$ cat config.mk
export PLATFORM = sky130hd
export DESIGN_NAME = data_memory_arbiter_flat
export DESIGN_NICKNAME = d
export VERILOG_FILES = /design/src/rtl/data_memory_arbiter_pkg.sv /design/src/rtl/data_memory_arbiter_if.sv /design/src/rtl/data_memory_arbiter_starve_counter.sv /design/src/rtl/data_memory_arbiter.sv /design/src/flat_wrapper.sv
export SDC_FILE = /design/constraint.sdc
export NUM_CORES = 1
export LEC_CHECK = 0
export CORE_AREA = 2 2 212 214
export CTS_CLUSTER_SIZE = 24
export DETAILED_ROUTE_END_ITERATION = 8
export DIE_AREA = 0 0 214 216
export REMOVE_ABC_BUFFERS = 1
export SLEW_MARGIN = 0
export SYNTH_ARGS = -nofsm -noshare
export SYNTH_HDL_FRONTEND = slang
export SYNTH_HIERARCHICAL = 1
export SYNTH_SLANG_ARGS = --single-unit
$ cat constraint.sdc
create_clock -name clk -period 5.2 [get_ports clk]
set_clock_uncertainty 0.2 [all_clocks]
set_input_delay 0.52 -clock clk [delete_from_list [all_inputs] [get_ports clk]]
set_output_delay 0.52 -clock clk [all_outputs]
set_load 0.01 [all_outputs]
$ cat src/rtl/data_memory_arbiter_pkg.sv
// Shared constants, grant FSM encodings and request payload for the data-memory arbiter.
package data_memory_arbiter_pkg;

    localparam int unsigned ADDR_W   = 48;
    localparam int unsigned DATA_W   = 64;
    localparam int unsigned MAX_WAIT = 4;
    localparam int unsigned CNT_W    = 3;
    localparam int unsigned MEM_AW   = 6;

    localparam logic [0:0] A_PRIO  = 1'b0;
    localparam logic [0:0] B_FORCE = 1'b1;

    typedef enum logic [1:0] {
        SEL_NONE = 2'd0,
        SEL_A    = 2'd1,
        SEL_B    = 2'd2
    } sel_e;

    typedef struct packed {
        logic              write;
        logic [ADDR_W-1:0] addr;
        logic [DATA_W-1:0] wdata;
    } req_t;

endpackage

$ cat src/rtl/data_memory_arbiter_if.sv
// Requester-side handshake bundle: one instance per arbiter port.
interface data_memory_arbiter_if;
    import data_memory_arbiter_pkg::*;

    logic              valid;
    req_t              req;
    logic              ready_c;
    logic              rvalid;
    logic [DATA_W-1:0] rdata;

    modport master (output valid, output req, input ready_c, input rvalid, input rdata);
    modport slave  (input valid, input req, output ready_c, output rvalid, output rdata);

endinterface

$ cat src/rtl/data_memory_arbiter_starve_counter.sv
// Saturating loss counter for port B; flags the edge on which it reaches MAX.
module data_memory_arbiter_starve_counter #(
    parameter int unsigned MAX = 4,
    parameter int unsigned W   = 3
) (
    input  logic clk,
    input  logic rst_n,
    input  logic inc_i,
    input  logic clear_i,
    output logic reach_c_o
);

    logic [W-1:0] cnt_q, cnt_d;

    always_comb begin
        cnt_d = cnt_q;
        if (clear_i) begin
            cnt_d = '0;
        end else if (inc_i && (cnt_q != W'(MAX))) begin
            cnt_d = cnt_q + W'(1);
        end
    end

    assign reach_c_o = inc_i && !clear_i && (cnt_q == W'(MAX - 1));

    always_ff @(posedge clk or negedge rst_n) begin
        if (!rst_n) begin
            cnt_q <= '0;
        end else begin
            cnt_q <= cnt_d;
        end
    end

endmodule

$ cat src/rtl/data_memory_arbiter.sv
// Two-port arbiter in front of the single-port data memory: A has priority,
// B is forced through after MAX_WAIT consecutive losses; reads return one cycle later.
module data_memory_arbiter
    import data_memory_arbiter_pkg::*;
(
    input  logic                  clk,
    input  logic                  rst_n,
    data_memory_arbiter_if.slave  a_if,
    data_memory_arbiter_if.slave  b_if,
    output logic                  mem_write_c_o,
    output logic                  mem_read_c_o,
    output logic [ADDR_W-1:0]     mem_addr_c_o,
    output logic [DATA_W-1:0]     mem_wdata_c_o,
    input  logic [DATA_W-1:0]     mem_rdata_i
);

    logic [0:0]        state_q, state_d;
    sel_e              sel_c;
    req_t              req_c;
    logic              reach_c;
    logic              a_rd_c, b_rd_c;
    logic              a_rvalid_q, b_rvalid_q;
    logic [DATA_W-1:0] a_rdata_q, b_rdata_q;

    data_memory_arbiter_starve_counter #(
        .MAX (MAX_WAIT),
        .W   (CNT_W)
    ) u_starve (
        .clk       (clk),
        .rst_n     (rst_n),
        .inc_i     (b_if.valid && !b_if.ready_c),
        .clear_i   (!b_if.valid || b_if.ready_c),
        .reach_c_o (reach_c)
    );

    // Grant selection and next-state; nothing is granted while reset is held.
    always_comb begin
        sel_c   = SEL_NONE;
        state_d = state_q;
        case (state_q)
            A_PRIO: begin
                if (a_if.valid)      sel_c = SEL_A;
                else if (b_if.valid) sel_c = SEL_B;
                if (reach_c) state_d = B_FORCE;
            end
            B_FORCE: begin
                if (b_if.valid)      sel_c = SEL_B;
                else if (a_if.valid) sel_c = SEL_A;
                if ((sel_c == SEL_B) || !b_if.valid) state_d = A_PRIO;
            end
            default: state_d = A_PRIO;
        endcase
        if (!rst_n) sel_c = SEL_NONE;
    end

    assign a_if.ready_c = (sel_c == SEL_A);
    assign b_if.ready_c = (sel_c == SEL_B);

    always_comb begin
        req_c = '0;
        case (sel_c)
            SEL_A:   req_c = a_if.req;
            SEL_B:   req_c = b_if.req;
            default: req_c = '0;
        endcase
    end

    assign mem_write_c_o = (sel_c != SEL_NONE) &&  req_c.write;
    assign mem_read_c_o  = (sel_c != SEL_NONE) && !req_c.write;
    assign mem_addr_c_o  = req_c.addr;
    assign mem_wdata_c_o = req_c.wdata;

    assign a_rd_c = (sel_c == SEL_A) && !a_if.req.write;
    assign b_rd_c = (sel_c == SEL_B) && !b_if.req.write;

    always_ff @(posedge clk or negedge rst_n) begin
        if (!rst_n) begin
            state_q <= A_PRIO;
        end else begin
            state_q <= state_d;
        end
    end

    // Read responses: data captured on the grant edge, rvalid pulses the following cycle.
    always_ff @(posedge clk or negedge rst_n) begin
        if (!rst_n) begin
            a_rvalid_q <= 1'b0;
            b_rvalid_q <= 1'b0;
            a_rdata_q  <= '0;
            b_rdata_q  <= '0;
        end else begin
            a_rvalid_q <= a_rd_c;
            b_rvalid_q <= b_rd_c;
            if (a_rd_c) a_rdata_q <= mem_rdata_i;
            if (b_rd_c) b_rdata_q <= mem_rdata_i;
        end
    end

    assign a_if.rvalid = a_rvalid_q;
    assign a_if.rdata  = a_rdata_q;
    assign b_if.rvalid = b_rvalid_q;
    assign b_if.rdata  = b_rdata_q;

endmodule

$ cat src/flat_wrapper.sv
// flat-port wrapper written by rule: the top's interface ports become plain ports
module data_memory_arbiter_flat import data_memory_arbiter_pkg::*;
  (clk, rst_n, mem_write_c_o, mem_read_c_o, mem_addr_c_o, mem_wdata_c_o, mem_rdata_i, a_if_valid, a_if_req, a_if_ready_c, a_if_rvalid, a_if_rdata, b_if_valid, b_if_req, b_if_ready_c, b_if_rvalid, b_if_rdata);
  data_memory_arbiter_if a_if_i ();
  data_memory_arbiter_if b_if_i ();
  input  logic clk;
  input  logic rst_n;
  output logic mem_write_c_o;
  output logic mem_read_c_o;
  output logic [ADDR_W-1:0] mem_addr_c_o;
  output logic [DATA_W-1:0] mem_wdata_c_o;
  input  logic [DATA_W-1:0] mem_rdata_i;
  input wire logic [$bits(a_if_i.valid)-1:0] a_if_valid;
  input wire logic [$bits(a_if_i.req)-1:0] a_if_req;
  output wire logic [$bits(a_if_i.ready_c)-1:0] a_if_ready_c;
  output wire logic [$bits(a_if_i.rvalid)-1:0] a_if_rvalid;
  output wire logic [$bits(a_if_i.rdata)-1:0] a_if_rdata;
  input wire logic [$bits(b_if_i.valid)-1:0] b_if_valid;
  input wire logic [$bits(b_if_i.req)-1:0] b_if_req;
  output wire logic [$bits(b_if_i.ready_c)-1:0] b_if_ready_c;
  output wire logic [$bits(b_if_i.rvalid)-1:0] b_if_rvalid;
  output wire logic [$bits(b_if_i.rdata)-1:0] b_if_rdata;
  assign a_if_i.valid = a_if_valid;
  assign a_if_i.req = a_if_req;
  assign a_if_ready_c = a_if_i.ready_c;
  assign a_if_rvalid = a_if_i.rvalid;
  assign a_if_rdata = a_if_i.rdata;
  assign b_if_i.valid = b_if_valid;
  assign b_if_i.req = b_if_req;
  assign b_if_ready_c = b_if_i.ready_c;
  assign b_if_rvalid = b_if_i.rvalid;
  assign b_if_rdata = b_if_i.rdata;
  data_memory_arbiter u_core (.clk(clk), .rst_n(rst_n), .a_if(a_if_i), .b_if(b_if_i), .mem_write_c_o(mem_write_c_o), .mem_read_c_o(mem_read_c_o), .mem_addr_c_o(mem_addr_c_o), .mem_wdata_c_o(mem_wdata_c_o), .mem_rdata_i(mem_rdata_i));
endmodule
==> impl_metrics.tcl, run 1 <==
set metrics [dict create \
    rr_startpoint "u_core/state_q" \
    max-vdd-ir-drop_mv 0.221 \
    post-place-ws_ns 1.12 \
    clockRootBuffer "clkbuf_16" \
    dp_hpwl_mm 31.7 \
    row_count 77 \
    cts_buffers 17 \
    syn_to_final_growth_pct 94.0 \
    grt_first_pass_wirelength_mm 55.3 \
    slew_violations 0 \
    cts_buffer_depth 2 \
    slew_headroom 0.369 \
    clk_pin_slew_ns 0.06 \
    maxCapViolCount 0 \
    cts_hold_buf 1 \
    setup_violations 0 \
    place_area_um2 13100 \
    p_per_area_nw_per_um2 294 \
    coreArea_um2 43800 \
    cp_max_fo 60 \
    worst_slew_pin_slew_ns 0.947 \
    yosysWarnings 6 \
    reg2reg_depth 5 \
    worstPathArrival_ns 3.46 \
    tns_ns 0 \
    drcViolationCount 0 \
    grt_usage 0.166 \
    fin_crit_sh 0.805 \
    timing.fmax_mhz 239 \
    hp-class "in -> async" \
    fin_ws_ns 1.02 \
    total_power_mw 4.03 \
    cp-end-kind "output pin" \
    first_global_vias 7571 \
    antenna_found_initial 19 \
    cts_resized 0 \
    cp-start-kind "input pin" \
    routedWlPerCell_um 23.1 \
    num-nets-final 1393 \
    ys_seq_area_frac 0.475 \
    syn_inst 572 \
    wl_mm 39.4 \
    io_pins 540 \
    cts.sinks 134 \
    clk_latency_ns 0.43 \
    finalHoldViolCount 0 \
    drtIter0Drc 343 \
    r2r_end "u_core/a_if.rdata[49]" \
    dieArea_um2 46200 \
    crit_required_ns 4.48 \
    post_cts_buffers 0 \
    gp_congestion 1.01 \
    syn_area_um2 7060 \
    startpoint "rst_n" \
    cts_tree "yes" \
    total_leakage_power_nw 5.16 \
    die_h_um 216 \
    drt_first_pass_iters 4 \
    start_util 0.161 \
    criticalPathCategory "in -> out" \
    grt_overflow_total 0 \
    ys_types 29 \
    drive_gt1_frac 0.161 \
    grt_max_degree 71 \
    die_w_um 214 \
    ys_ff_latch 134 \
    endpoint "mem_wdata_c_o[25]" \
    final_antenna_net_count 0 \
    grt_setup_unrepaired "false" \
    design_area_um2 13700 \
    fin_crit_ns 4.18 \
    final_util 0.313 \
    vias 6951 \
    numPortBuffers 539 \
    syn_area_per_cell_um2 12.3 \
    reg2reg_slack_ns 2.09 \
    outcome "finished clean" \
    viasPerCell 4.08 \
    htreeDepth 4 \
]
## state kept, by name (all words and copies together) (netlist names)
signal / count
u_core/b_if.rdata: 64
u_core/b_if.rvalid: 1
u_core/state_q: 1
u_core/a_if.rvalid: 1
u_core/a_if.rdata: 64
u_core/u_starve/cnt_q: 3
## worst min-delay path by stage
stage | startpoint | end | slack (ns) | cells past startpoint
4_1_cts | rst_n | u_core/state_q | 0.22 | 2
5_1_grt | rst_n | u_core/state_q | 0.24 | 2
6_report | rst_n | u_core/state_q | 0.26 | 2
3_5_place_dp | rst_n | u_core/state_q | 0.11 | 1
2_1_floorplan | rst_n | u_core/a_if.rdata[0] | 0.02 | 0
3_3_place_gp | rst_n | u_core/state_q | 0.11 | 1
## cell families (layout without fill, tap and decap cells)
logic type               Yosys count  count (layout)  synth area share
adder cells (fa/ha/maj)            7               7            0.0124
XOR/XNOR                           1               1           0.00124
other                              0               5                 0
buffers and inverters             58             591            0.0418
AO/OA/AOI/OAI                    119             119             0.128
flip-flops                       134             134             0.475
AND/OR/NAND/NOR                  124             124             0.110
multiplexers                     129             129             0.232
## critical path: stages
cell and delay (ns):
dlygate4sd3_1 0.56, buf_6 0.15, nand3_1 0.25, ha_4 0.64
buf_4 0.35, a22oi_1 0.17, nor2b_1 0.17, clkdlybuf4s50_1 0.59
## cells in the mapped netlist
cell type / number / share of area
buf_2: 20 / 0.014
a21oi_1: 2 / 0.0014
inv_1: 6 / 0.0032
nand2_1: 1 / 0.00053
a22o_1: 1 / 0.0012
xnor2_1: 1 / 0.0012
dfrtp_1: 134 / 0.47
a21boi_4: 1 / 0.0027
inv_2: 1 / 0.00053
or2b_1: 1 / 0.0011
mux2_4: 49 / 0.10
buf_4: 2 / 0.0021
o211ai_1: 1 / 0.0011
mux2_2: 79 / 0.13
ha_1: 7 / 0.012
and3b_1: 1 / 0.0012
nor2_1: 2 / 0.0011
nor3b_1: 1 / 0.0011
a22oi_1: 112 / 0.12
buf_6: 6 / 0.0096
nor2b_1: 113 / 0.10
nand2b_1: 2 / 0.0018
and3_1: 1 / 0.00089
nor2b_4: 1 / 0.0019
o21ai_0: 1 / 0.00071
mux2i_1: 1 / 0.0014
clkbuf_1: 23 / 0.012
nand3_1: 1 / 0.00071
o211a_1: 1 / 0.0014
## power breakdown
group	total [mW]	switching [mW]	internal, mW
clock network	1.23	0.479	0.746
logic	1.40	0.514	0.888
registers	1.40	0.131	1.27
total	4.03	1.12	2.90
## cells in the final DEF (no fill, tap or decap), types with 2 or more instances in the layout
cell / synthesis / final
buf_4: 2 / 10
diode_2: 0 / 5
mux2_2: 79 / 79
clkdlybuf4s50_1: 0 / 538
dfrtp_1: 134 / 134
bufinv_16: 0 / 2
ha_4: 0 / 3
clkbuf_16: 0 / 17
a21oi_1: 2 / 2
clkinv_2: 0 / 2
nor2_1: 2 / 2
inv_1: 6 / 6
a22oi_1: 112 / 112
clkbuf_1: 23 / 2
clkbuf_8: 0 / 3
inv_6: 0 / 2
buf_12: 0 / 2
clkinv_4: 0 / 2
mux2_4: 49 / 49
nor2b_1: 113 / 113
clkinvlp_4: 0 / 2
ha_1: 7 / 4
## metal layers
| layer | vias to the layer above | GRT usage | part of all wire |
|---|---|---|---|
| met5 | - | 0 | 0.0024 |
| met4 | 16 | 0.0590 | 0.029 |
| met3 | 60 | 0.0781 | 0.098 |
| met2 | 395 | 0.294 | 0.50 |
| met1 | 3384 | 0.171 | 0.37 |
| li1 | 3096 | - | - |
## metrics by stage
step                hold WS, ns  std cells
floorplan                0.0244        521
global placement          0.112       1664
detailed placement        0.114       1664
CTS                       0.223       1697
global route              0.239       1698
finish                    0.261       1702
## final cells by class
type,instances,area (um^2)
clock buffers,22,474
diodes,5,12.5
fillers,4471,30100
clock inverters,10,120
inverters,7,26.3
flip-flops and latches,134,3350
multi-input cells,380,3450
repair buffers,552,5520
well taps,592,741
Power figures use the tool's default switching activity.
==> inputs of run 2 (changes only) <==
==> constraint.sdc (replaced) <==
create_clock -name clk -period 3.7 [get_ports clk]
set_clock_uncertainty 0.2 [all_clocks]
set_input_delay 0.37 -clock clk [delete_from_list [all_inputs] [get_ports clk]]
set_output_delay 0.37 -clock clk [all_outputs]
set_load 0.01 [all_outputs]
==> run 2 against run 1 <==
Worst hold slack improved by 0.041 ns. Cell count rose by 0.35%. Sequential share of layout area fell by 0.35 points. Register-to-register slack got worse by 1.1 ns. Largest cell class unchanged.
==> impl_metrics.tcl, run 2 (synthesis gave the netlist of run 1 again) <==
set metrics [dict create \
    outcome "finished clean" \
    clk_pin_slew_ns 0.06 \
    cts_resized 0 \
    wl_mm 38.3 \
    intPower_mw 4.11 \
    io_pins 540 \
    post-place-ws_ns 0.193 \
    p_per_area_nw_per_um2 409 \
    cts.sinks 134 \
    placed_cells 1669 \
    numPortBuffers 539 \
    criticalPathCategory "in -> out" \
    drtIter0Drc 355 \
    drt_first_pass_iters 5 \
    die_h_um 216 \
    critical_path.top_delay_family "buffers and inverters" \
    cp_max_fo 52 \
    crit_chain "dlygate4sd3_1, buf_6, nand3_1, ha_4, buf_12, a22oi_1, nor2b_1, clkdlybuf4s50_1" \
    grt_usage 0.162 \
    final_cell_mix "529 x clkdlybuf4s50_1, 134 x dfrtp_1, 113 x nor2b_1" \
    stdcell_count 1708 \
    total_power_mw 5.68 \
    drcViolationCount 0 \
    setup_violations 0 \
    crit_slowest_cell "clkdlybuf4s50_1" \
    fin_ws_ns 0.177 \
    pwr-share-comb 0.350 \
    drive_gt1_frac 0.174 \
    cp-end-kind "output pin" \
    fin_crit_sh 0.952 \
    final_common_cell "clkdlybuf4s50_1" \
    finalHoldViolCount 0 \
    grt_first_pass_wirelength_mm 54.1 \
    grt_setup_unrepaired "false" \
    antenna_found_initial 16 \
    htreeDepth 4 \
    total_leakage_power_nw 5.25 \
    vias 6889 \
    cts_buffer_depth 2 \
    die_w_um 214 \
    cts_tree "yes" \
    clockRootBuffer "clkbuf_16" \
    first_global_vias 7541 \
    switching_share 0.276 \
    clk_latency_ns 0.42 \
    slew_headroom 0.310 \
    slew_violations 0 \
    max-vdd-ir-drop_mv 0.342 \
    final_antenna_net_count 0 \
    syn_to_final_growth_pct 96.9 \
    grt_max_degree 81 \
    post_cts_buffers 0 \
    gp_congestion 0.953 \
    timing.fmax_mhz 284 \
    dr_wl_met2_mm 19.4 \
    top_layer_used "met5" \
    viasPerCell 4.03 \
    worst_slew_pin_slew_ns 1.03 \
    start_util 0.161 \
    p_seq_frac 0.346 \
    dieArea_um2 46200 \
    p_switching_mw 1.57 \
    hp-class "reg -> reg" \
    coreArea_um2 43800 \
    dp_hpwl_mm 31.1 \
    routedWlPerCell_um 22.4 \
    p_clk_frac 0.304 \
    cts_hold_buf 1 \
    maxCapViolCount 0 \
    crit_required_ns 3.13 \
    grt_overflow_total 0 \
    worstPathArrival_ns 2.95 \
    met3RoutedLength_mm 3.80 \
    row_count 77 \
    fin_crit_ns 3.52 \
    cp-start-kind "input pin" \
    wl_met1_mm 14.2 \
    critical-path-max-stage-delay_ns 0.57 \
    critPathBufInv 4 \
    num-nets-final 1398 \
    cts_buffers 17 \
]
run 2: cell types whose count changed in the layout (fill, tap and decap cells not counted), sizes merged:
cell,previous run,this run
clkdlybuf4s50,538,529
inv,9,8
clkinvlp,2,3
diode,5,6
buf,13,27
run 2: final timing paths:
kind / startpoint / slack (ns) / to / cells past startpoint
setup / recovery: rst_n / 0.18 / mem_addr_c_o[47] / 8
hold / removal: u_core/b_if.rdata[5] / 0.30 / u_core/b_if.rdata[5] / 1
setup reg to reg: u_core/state_q / 0.98 / u_core/a_if.rdata[51] / 6
hold reg to reg: u_core/b_if.rdata[5] / 0.30 / u_core/b_if.rdata[5] / 1
max in group asynchronous: rst_n / 1.28 / u_core/b_if.rdata[46] / 4
min in group asynchronous: rst_n / 0.50 / u_core/a_if.rdata[4] / 3
run 2: layout make-up:
class / instances / area, um^2
Clock inverter: 10 / 119
Clock buffer: 22 / 484
Antenna cell: 6 / 15.0
Tap cell: 592 / 741
Fill cell: 4471 / 29900
Sequential cell: 134 / 3350
Inverter: 7 / 26.3
Timing Repair Buffer: 557 / 5710
Multi-Input combinational cell: 380 / 3450
run 2: per-stage QoR:
step	instance area, um^2	hold WS [ns]	setup TNS (ns)	util
2_1_floorplan	6790	-0.126	-99.72	-
3_3_place_gp	13300	0.286	0	0.303
3_5_place_dp	13300	0.291	0	0.303
4_1_cts	13900	0.306	0	0.317
5_1_grt	13900	0.309	0	0.317
6_report	13900	0.302	0	0.317
run 2: power groups by stage:
| stage | Clock [mW] | Combinational (mW) | Sequential [mW] |
|---|---|---|---|
| floorplan | 0 | 0.536 | 2.11 |
| global placement | 0 | 2.00 | 1.97 |
| detailed placement | 0 | 2.00 | 1.98 |
| CTS | 1.80 | 2.02 | 1.97 |
| global route | 1.85 | 2.10 | 2.01 |
| finish | 1.73 | 1.99 | 1.97 |
run 2: layer usage:
| layer | vias up | global-route usage |
|---|---|---|
| li1 | 3108 | - |
| met1 | 3338 | 0.173 |
| met2 | 376 | 0.280 |
| met3 | 53 | 0.0700 |
| met4 | 14 | 0.0641 |
| met5 | - | 0 |
